**src/rtl/tsp_pkg.sv**
```systemverilog
// Shared constants, scheduler state encoding and cost arithmetic for the 2-opt scheduler.
package tsp_pkg;

  localparam int N_CITY = 8;
  localparam int COST_W = 16;
  localparam int IDX_W  = $clog2(N_CITY);

  typedef enum logic [2:0] {IDLE, EVAL, APPLY, ADV, DONE} sched_state_t;

  // Adds a signed delta to an unsigned cost; a result below zero becomes zero.
  function automatic logic [COST_W-1:0] clamp_add(input logic [COST_W-1:0] cost,
                                                 input logic signed [COST_W:0] delta);
    logic signed [COST_W+1:0] sum;
    sum = $signed({2'b00, cost}) + $signed({delta[COST_W], delta});
    return sum[COST_W+1] ? '0 : sum[COST_W-1:0];
  endfunction

endpackage

```
**src/rtl/tsp_pair_iter.sv**
```systemverilog
// Enumerates 2-opt city pairs (i,j), j >= i+2, skipping (0,N-1) which is the same edge pair.
module tsp_pair_iter
  import tsp_pkg::*;
(
  input  logic             clk,
  input  logic             rst,
  input  logic             clear,
  input  logic             step,
  output logic [IDX_W-1:0] i,
  output logic [IDX_W-1:0] j,
  output logic             wrap
);

  localparam logic [IDX_W-1:0] J_LAST = IDX_W'(N_CITY - 1);
  localparam logic [IDX_W-1:0] J_SKIP = IDX_W'(N_CITY - 2);
  localparam logic [IDX_W-1:0] I_LAST = IDX_W'(N_CITY - 3);

  assign wrap = (i == I_LAST) && (j == J_LAST);

  always_ff @(posedge clk) begin
    if (!rst) begin
      i <= '0;
      j <= '0;
    end else if (clear || (step && wrap)) begin
      i <= '0;
      j <= IDX_W'(2);
    end else if (step) begin
      if (j == J_LAST) begin
        i <= i + IDX_W'(1);
        j <= i + IDX_W'(3);
      end else if (i == '0 && j == J_SKIP) begin
        // (0,N-1) would swap the two edges meeting at city 0: nothing to gain
        i <= IDX_W'(1);
        j <= IDX_W'(3);
      end else begin
        j <= j + IDX_W'(1);
      end
    end
  end

endmodule

```
**src/rtl/tsp_2opt_sched.sv**
```systemverilog
// 2-opt search sequencer: issues pairs to the evaluator, applies improving swaps, counts passes.
module tsp_2opt_sched
  import tsp_pkg::*;
#(
  parameter int PASS_W   = 8,
  parameter int MAX_PASS = 100
) (
  input  logic                     clk,
  input  logic                     rst,
  input  logic                     start,
  input  logic [COST_W-1:0]        init_cost,
  output logic                     ev_req,
  output logic [IDX_W-1:0]         ev_i,
  output logic [IDX_W-1:0]         ev_j,
  input  logic                     ev_ack,
  input  logic signed [COST_W:0]   ev_delta,
  output logic                     ap_req,
  input  logic                     ap_ack,
  output logic                     busy,
  output logic                     done,
  output logic [COST_W-1:0]        best_cost,
  output logic [PASS_W-1:0]        pass_cnt,
  output logic [15:0]              improve_cnt,
  output logic [3:0]               state_led,
  output sched_state_t             state_dbg
);

  // Handshake: a req rises when its state is entered and holds with indices
  // stable; an ack in any cycle req is high (including the first) completes
  // the transfer and req drops on the following edge. Acks with req low are ignored.

  sched_state_t              state, state_nxt;
  logic                      start_d;
  logic                      launch;
  logic                      it_clear, it_step, it_wrap;
  logic                      pass_improved;
  logic                      max_stop;
  logic signed [COST_W:0]    delta_q;
  logic [PASS_W-1:0]         pass_next;
  logic                      max_hit;

  tsp_pair_iter u_iter (
    .clk   (clk),
    .rst   (rst),
    .clear (it_clear),
    .step  (it_step),
    .i     (ev_i),
    .j     (ev_j),
    .wrap  (it_wrap)
  );

  assign launch    = start && !start_d && (state == IDLE || state == DONE);
  assign pass_next = pass_cnt + PASS_W'(1);
  assign max_hit   = (pass_next == PASS_W'(MAX_PASS));

  assign ev_req    = (state == EVAL);
  assign ap_req    = (state == APPLY);
  assign busy      = (state == EVAL) || (state == APPLY) || (state == ADV);
  assign done      = (state == DONE);
  assign state_led = {max_stop, done, ap_req, busy};
  assign state_dbg = state;

  always_ff @(posedge clk) begin
    if (!rst) state <= IDLE;
    else      state <= state_nxt;
  end

  always_comb begin
    state_nxt = state;
    it_clear  = 1'b0;
    it_step   = 1'b0;
    case (state)
      IDLE, DONE: begin
        if (launch) begin
          it_clear  = 1'b1;
          state_nxt = EVAL;
        end
      end
      EVAL: begin
        if (ev_ack) state_nxt = ev_delta[COST_W] ? APPLY : ADV;
      end
      APPLY: begin
        if (ap_ack) state_nxt = ADV;
      end
      ADV: begin
        it_step = 1'b1;
        if (it_wrap && (!pass_improved || max_hit)) state_nxt = DONE;
        else                                        state_nxt = EVAL;
      end
      default: state_nxt = IDLE;
    endcase
  end

  always_ff @(posedge clk) begin
    if (!rst) begin
      start_d       <= 1'b1;
      best_cost     <= '0;
      pass_cnt      <= '0;
      improve_cnt   <= '0;
      pass_improved <= 1'b0;
      max_stop      <= 1'b0;
      delta_q       <= '0;
    end else begin
      start_d <= start;
      case (state)
        IDLE, DONE: begin
          if (launch) begin
            best_cost     <= init_cost;
            pass_cnt      <= '0;
            improve_cnt   <= '0;
            pass_improved <= 1'b0;
            max_stop      <= 1'b0;
          end
        end
        EVAL: begin
          if (ev_ack) delta_q <= ev_delta;
        end
        APPLY: begin
          if (ap_ack) begin
            best_cost     <= clamp_add(best_cost, delta_q);
            pass_improved <= 1'b1;
            if (improve_cnt != 16'hFFFF) improve_cnt <= improve_cnt + 16'd1;
          end
        end
        ADV: begin
          if (it_wrap) begin
            pass_cnt <= pass_next;
            // Still improving but out of passes: remember the forced stop
            if (pass_improved && max_hit) max_stop      <= 1'b1;
            else if (pass_improved)       pass_improved <= 1'b0;
          end
        end
        default: ;
      endcase
    end
  end

endmodule

```
**config.mk**
```make
export PLATFORM = sky130hd
export DESIGN_NAME = tsp_2opt_sched
export DESIGN_NICKNAME = d
export VERILOG_FILES = /design/src/rtl/tsp_pkg.sv /design/src/rtl/tsp_pair_iter.sv /design/src/rtl/tsp_2opt_sched.sv
export SDC_FILE = /design/constraint.sdc
export NUM_CORES = 1
export LEC_CHECK = 0
export ABC_AREA = 1
export CAP_MARGIN = 5
export CORE_UTILIZATION = 40
export CTS_CLUSTER_DIAMETER = 200
export DETAILED_ROUTE_END_ITERATION = 7
export PLACE_DENSITY = 0.66
export SETUP_SLACK_MARGIN = 0.1
export SLEW_MARGIN = 40
export SYNTH_ARGS = -nofsm -noshare
export SYNTH_HDL_FRONTEND = slang
export SYNTH_SLANG_ARGS = --single-unit
```
**constraint.sdc**
```tcl
create_clock -name clk -period 2.9 [get_ports clk]
set_clock_uncertainty 0.2 [all_clocks]
set_input_delay 0.435 -clock clk [delete_from_list [all_inputs] [get_ports clk]]
set_output_delay 0.435 -clock clk [all_outputs]
set_load 0.01 [all_outputs]
```
# == After elaboration in Yosys (flattened, before gate mapping) ==
# Index checks and enable logic that the tools add are counted.
# totals
inputBits,38
ff_bits,69
out_inout_bits,57
# classes
n_reduce_logical,31
n_eq_ne,16
mux,34
n_addsub,6
n_bitwise,1
# ops
operator,n
$mux 16,6
$pmux 16 s2,2
$mux 3,8
$add 17x17->18,1
$add 16x1->16 const B,1
$mux 8,2
$ne 16x16->1 const B,1
$pmux 8 s2,1
$eq 3x3->1 const B,4
$pmux 3 s4,1
$mux 1,10
$reduce_and 3->1,3
$add 8x1->8 const B,1
$eq 8x7->1 const B,1
$ne 2x1->1 const B,4
$reduce_and 4->1,2
$reduce_bool 2->1,4
$logic_and 1x1->1,7
$add 3x1->3 const B,2
$eq 3x2->1 const B,2
$logic_not 3->1,2
$ne 2x2->1 const B,3
$logic_or 1x1->1,5
$reduce_and 5->1,1
other kinds (10),14

# == Depth between registers and ports, before layout ==
# depth
word_depth,7
mapped_depth,14
depth_no_buf,14

# == Hierarchy ==
# A second synthesis with hierarchy kept.
# unflattened
cells_unflattened,660
hier_area_um2,4461.8
# modules_own_cells
module,seq_area_each_um2,area_each_um2,cells_per_inst,n_inst
tsp_2opt_sched,1261.2,4000.1,591,1
tsp_pair_iter,120.1,461.7,69,1

# == Worst setup path before layout ==
# Ideal clock, no wire load.
# synth_timing
kind,register to register
from,reg best_cost[0]
to,reg best_cost[8]
path_buffers,0
slack_ns,0.874
stages_incl_launch_ff,13
setup_ns,0.132
t_arrival_ns,1.694
path_cell_list,dfxtp_1 ha_1 fa_1 nand3_1 nand3_1 nand2_1 nand2_1 xnor2_1 inv_1 nand2_1 nand2_1 nand2_1 a21oi_1
# synth_between
elab_chain_len,4
# synth_lines
item,line_no,rtl
from (decl),tsp_2opt_sched.sv:21,"output logic [COST_W-1:0] best_cost,"
from (signal assigned),tsp_2opt_sched.sv:108,best_cost <= init_cost;
from (signal assigned),tsp_2opt_sched.sv:120,"best_cost <= clamp_add(best_cost, delta_q);"
$add 17x17->18,tsp_pkg.sv:14,"sum = $signed({2'b00, cost}) + $signed({delta[COST_W], delta});"
$mux 16,tsp_pkg.sv:15,return sum[COST_W+1] ? '0 : sum[COST_W-1:0];
$mux 16,tsp_2opt_sched.sv:119,if (ap_ack) begin
$pmux 16 s2,tsp_2opt_sched.sv:105,case (state)
# Every way passes these cells. The select of a mux whose other input is x is not followed.
# A chain may end at the register's enable or synchronous reset.

# == Worst setup path in the final report ==
# layout_timing
from,"reg state[0], in the netlist state_dbg[0]"
to,out ev_req
# layout_between
elab_chain_len,1
# layout_lines
item,line_no,rtl
from (decl),tsp_2opt_sched.sv:32,"sched_state_t state, state_nxt;"
from (signal assigned),tsp_2opt_sched.sv:65,else state <= state_nxt;
$eq 3x1->1,tsp_2opt_sched.sv:56,assign ev_req = (state == EVAL);
to (decl),tsp_2opt_sched.sv:12,"output logic ev_req,"
# Every way passes these cells.

==> flow_metrics.py <==
metrics = {
    "logic_synthesis": {
        "muxShareOfSynthArea_pct": 0,
        "synth-async-reset-ratio_pct": 0,
        "synth_simple_gate_area_share_pct": 37.28,
        "post_synth_instance_area_mm2": 0.004554,
        "synth_compound_area_share_pct": 11.57,
        "ys.flop_type": "dfxtp_1",
        "ys_top_cells_by_area": "dfxtp_1, nand2_1, nor2_1",
        "syn_avg_cell_area_um2": 6.317,
        "yosysUniqueCellTypes": 39,
        "ys_seq_area_share_pct": 30.33,
        "yosys.area_share.adder_pct": 7.308,
        "synth_top_cell_by_area": "dfxtp_1",
        "synth_seq_cells": 69,
        "synth_nets": 785,
        "syn_inst": 721,
        "synth_warnings": 0,
        "ys_top_cells_by_count": "nand2_1, nor2_1, inv_1",
        "synth_top_area_share_pct": 30.33,
        "synth-edff-count": 0,
        "synth.most_common_cell": "nand2_1",
        "synth_top_family_by_area": "simple AND/OR/NAND/NOR gates",
        "synthXorXnorAreaFrac_pct": 3.654,
    },
    "setup_path": {
        "reg2reg_setup_slack_ps": 510,
        "start_kind": "flop",
        "crit_path_end_kind": "output port",
        "path_common_cell": "inv_1",
        "path_cells": "inv_1, nor2_1, nand2_1, inv_1, clkdlybuf4s50_1",
        "max_stage_delay_ps": 560,
        "cp.arrival_ps": 1860,
        "r2r-start": "best_cost[6]",
        "critPathRequiredTime_ps": 2270,
        "cp.depth": 5,
        "crit_family": "buffers and inverters",
        "reg2reg_depth": 12,
        "cp_num_buf_inv": 3,
        "r2r-end": "best_cost[14]",
        "crit_type": "reg2out",
        "critPathSlowestCell": "clkdlybuf4s50_1",
        "crit_fanout": 4,
        "critPathCapture": "ev_req",
        "startpoint": "state_dbg[0]",
    },
    "finish": {
        "final_area_mm2": 0.005886,
        "final_cells": 955,
        "drive_above_1_share_pct": 4.785,
        "nNetsFinal": 874,
        "fillCellCount": 1087,
        "diodes": 0,
        "syn_to_final_growth_pct": 29.23,
    },
    "sta": {
        "fmax_ghz": 0.4002,
        "fin_ws_ps": 401.5,
        "post-route-min-period_ps": 2498,
        "finalCritPeriodShare_pct": 86.15,
        "setup_violations": 0,
        "tightest_slew_ps": 591.5,
        "hold_violations": 0,
        "slew_viol_final": 0,
        "rsz0062_at_grt": "no",
        "slew_headroom_pct": 60.32,
        "fin_setup_tns_ps": 0,
    },
    "global_route": {
        "grt_pass1_vias": 4377,
        "grt_use_total_pct": 22.62,
        "antenna_found_initial": 0,
        "grt_pass1_wl_mm": 20.91,
        "grt_max_degree": 31,
        "grt_overflow_total": 0,
    },
    "routing": {
        "vias": 4795,
        "wirelength_mm": 12.77,
        "drtPass1Iterations": 6,
        "drtAntennaViolNets": 0,
        "drt-initial-drc-count": 262,
        "drc": 0,
        "routed_via_density": 5.021,
        "post_drt_wl_per_cell_um": 13.37,
    },
    "clock_tree": {
        "cts_resized": 0,
        "cts_tree": "done",
        "root_buffer": "clkbuf_16",
        "cts_hold_buf": 0,
        "htree_levels": 3,
        "cts.sinks": 69,
        "cts.reportedPaths.clkPinSlew_ps": 60,
        "post_cts_buffers": 0,
        "cts_made_buffers": 9,
        "clk_latency_ps": 340,
        "clock_path_buffers": 2,
    },
    "status": {
        "status": "completed",
    },
    "floorplan": {
        "initial_core_util_pct": 41.47,
        "rows": 38,
        "die_width_um": 108.7,
        "die_area_mm2": 0.01182,
        "io_pins": 95,
        "die_y_um": 108.7,
        "coreArea_mm2": 0.01098,
    },
    "min_path": {
        "hold_path_class": "reg2reg",
        "hold-path-cell-count": 2,
    },
    "placement": {
        "pre_cts_slack_ps": 529.0,
        "io_buffer_count": 94,
        "placed_area_mm2": 0.005592,
        "hpwlAfterDp_mm": 9.355,
        "globalplace.congestion": 0.8896,
        "placedCellCount": 939,
    },
    "pwr": {
        "power.density_mw_per_mm2": 422.1,
        "p_leak_nw": 2.505,
        "peakVddDrop_v": 0.0002632,
    },
    "job": {
        "maxCapViolCount": 0,
    },
}
how the worst min path moves through the flow:
stage / startpoint / end / slack (ps)
finish: best_cost[7] / best_cost[7] / 290
global route: best_cost[6] / best_cost[6] / 310
CTS: best_cost[7] / best_cost[7] / 290
detailed placement: improve_cnt[15] / improve_cnt[15] / 280
global placement: best_cost[8] / best_cost[8] / 270
floorplan: max_stop / max_stop / 240
state kept, by name (all words and copies together) (netlist names):
register	count
pass_cnt	8
improve_cnt	16
u_iter.j	3
start_d	1
max_stop	1
delta_q	17
state_dbg	3
u_iter.i	3
best_cost	16
pass_improved	1
placed cells by master (no fill, tap or decap), types with 2 or more instances in the layout:
master | netlist | routed
nand4_1 | 7 | 7
nor2_4 | 4 | 4
clkdlybuf4s50_1 | 0 | 94
clkbuf_16 | 0 | 9
inv_2 | 3 | 3
inv_1 | 80 | 80
a311oi_1 | 2 | 2
clkinv_1 | 2 | 2
dfxtp_1 | 69 | 69
buf_4 | 6 | 6
o21ai_0 | 34 | 34
nor3_1 | 9 | 9
nand2_1 | 218 | 218
a21oi_1 | 59 | 59
ha_1 | 25 | 25
clkbuf_1 | 9 | 2
nand3_1 | 38 | 38
nor2_1 | 110 | 110
nand2_4 | 2 | 2
xnor2_1 | 9 | 9
xor2_1 | 10 | 10
nand3b_1 | 2 | 2
clkinv_2 | 0 | 2
metrics by stage:
stage	hold slack, ps	total power [mW]	util (%)
2_1_floorplan	238.0	1.253	-
3_3_place_gp	273.2	1.395	50.91
3_5_place_dp	278.4	1.399	50.91
4_1_cts	287.8	2.501	53.59
5_1_grt	306.8	2.583	53.59
6_report	287.0	2.485	53.59
report_power, final:
part	internal (mW)	leakage (nW)	switching, mW
combinational	0.166	1.80	0.208
clock	0.687	0.143	0.415
sequential	0.981	0.559	0.0275
total	1.83	2.51	0.650
cell type report:
class	instances	area, um^2	area share (%)
Clock inverter	4	47.55	0.8078
Timing Repair Buffer	100	985.9	16.75
Multi-Input combinational cell	544	2724	46.28
Sequential cell	69	1381	23.47
Tap cell	140	175.2	2.976
Inverter	86	325.3	5.527
Clock buffer	12	246.5	4.188
routing by layer:
metal / up-vias / global-route usage, % / part of all wire, %
li1: 2462 / - / -
met1: 2162 / 30.32 / 48
met2: 139 / 36.98 / 45
met3: 32 / 2.989 / 4.4
met4: 0 / 8.301 / 2.1
met5: - / 0 / 0
logic make-up (layout without fill, tap and decap cells):
group           Yosys count  in the layout
xor+xnor                 19             19
fa+ha+maj                26             26
compound gates          100            100
buf+inv                 108            202
simple gates            399            399
flops                    69             69
worst register-to-register path: cells and delay by family (launching register included):
family,cells,cell delay (ps)
flops,1,330
buf+inv,2,340
fa+ha+maj,1,360
simple gates,8,990
compound gates,1,110
Note: power is estimated with default switching activity, not from simulation.
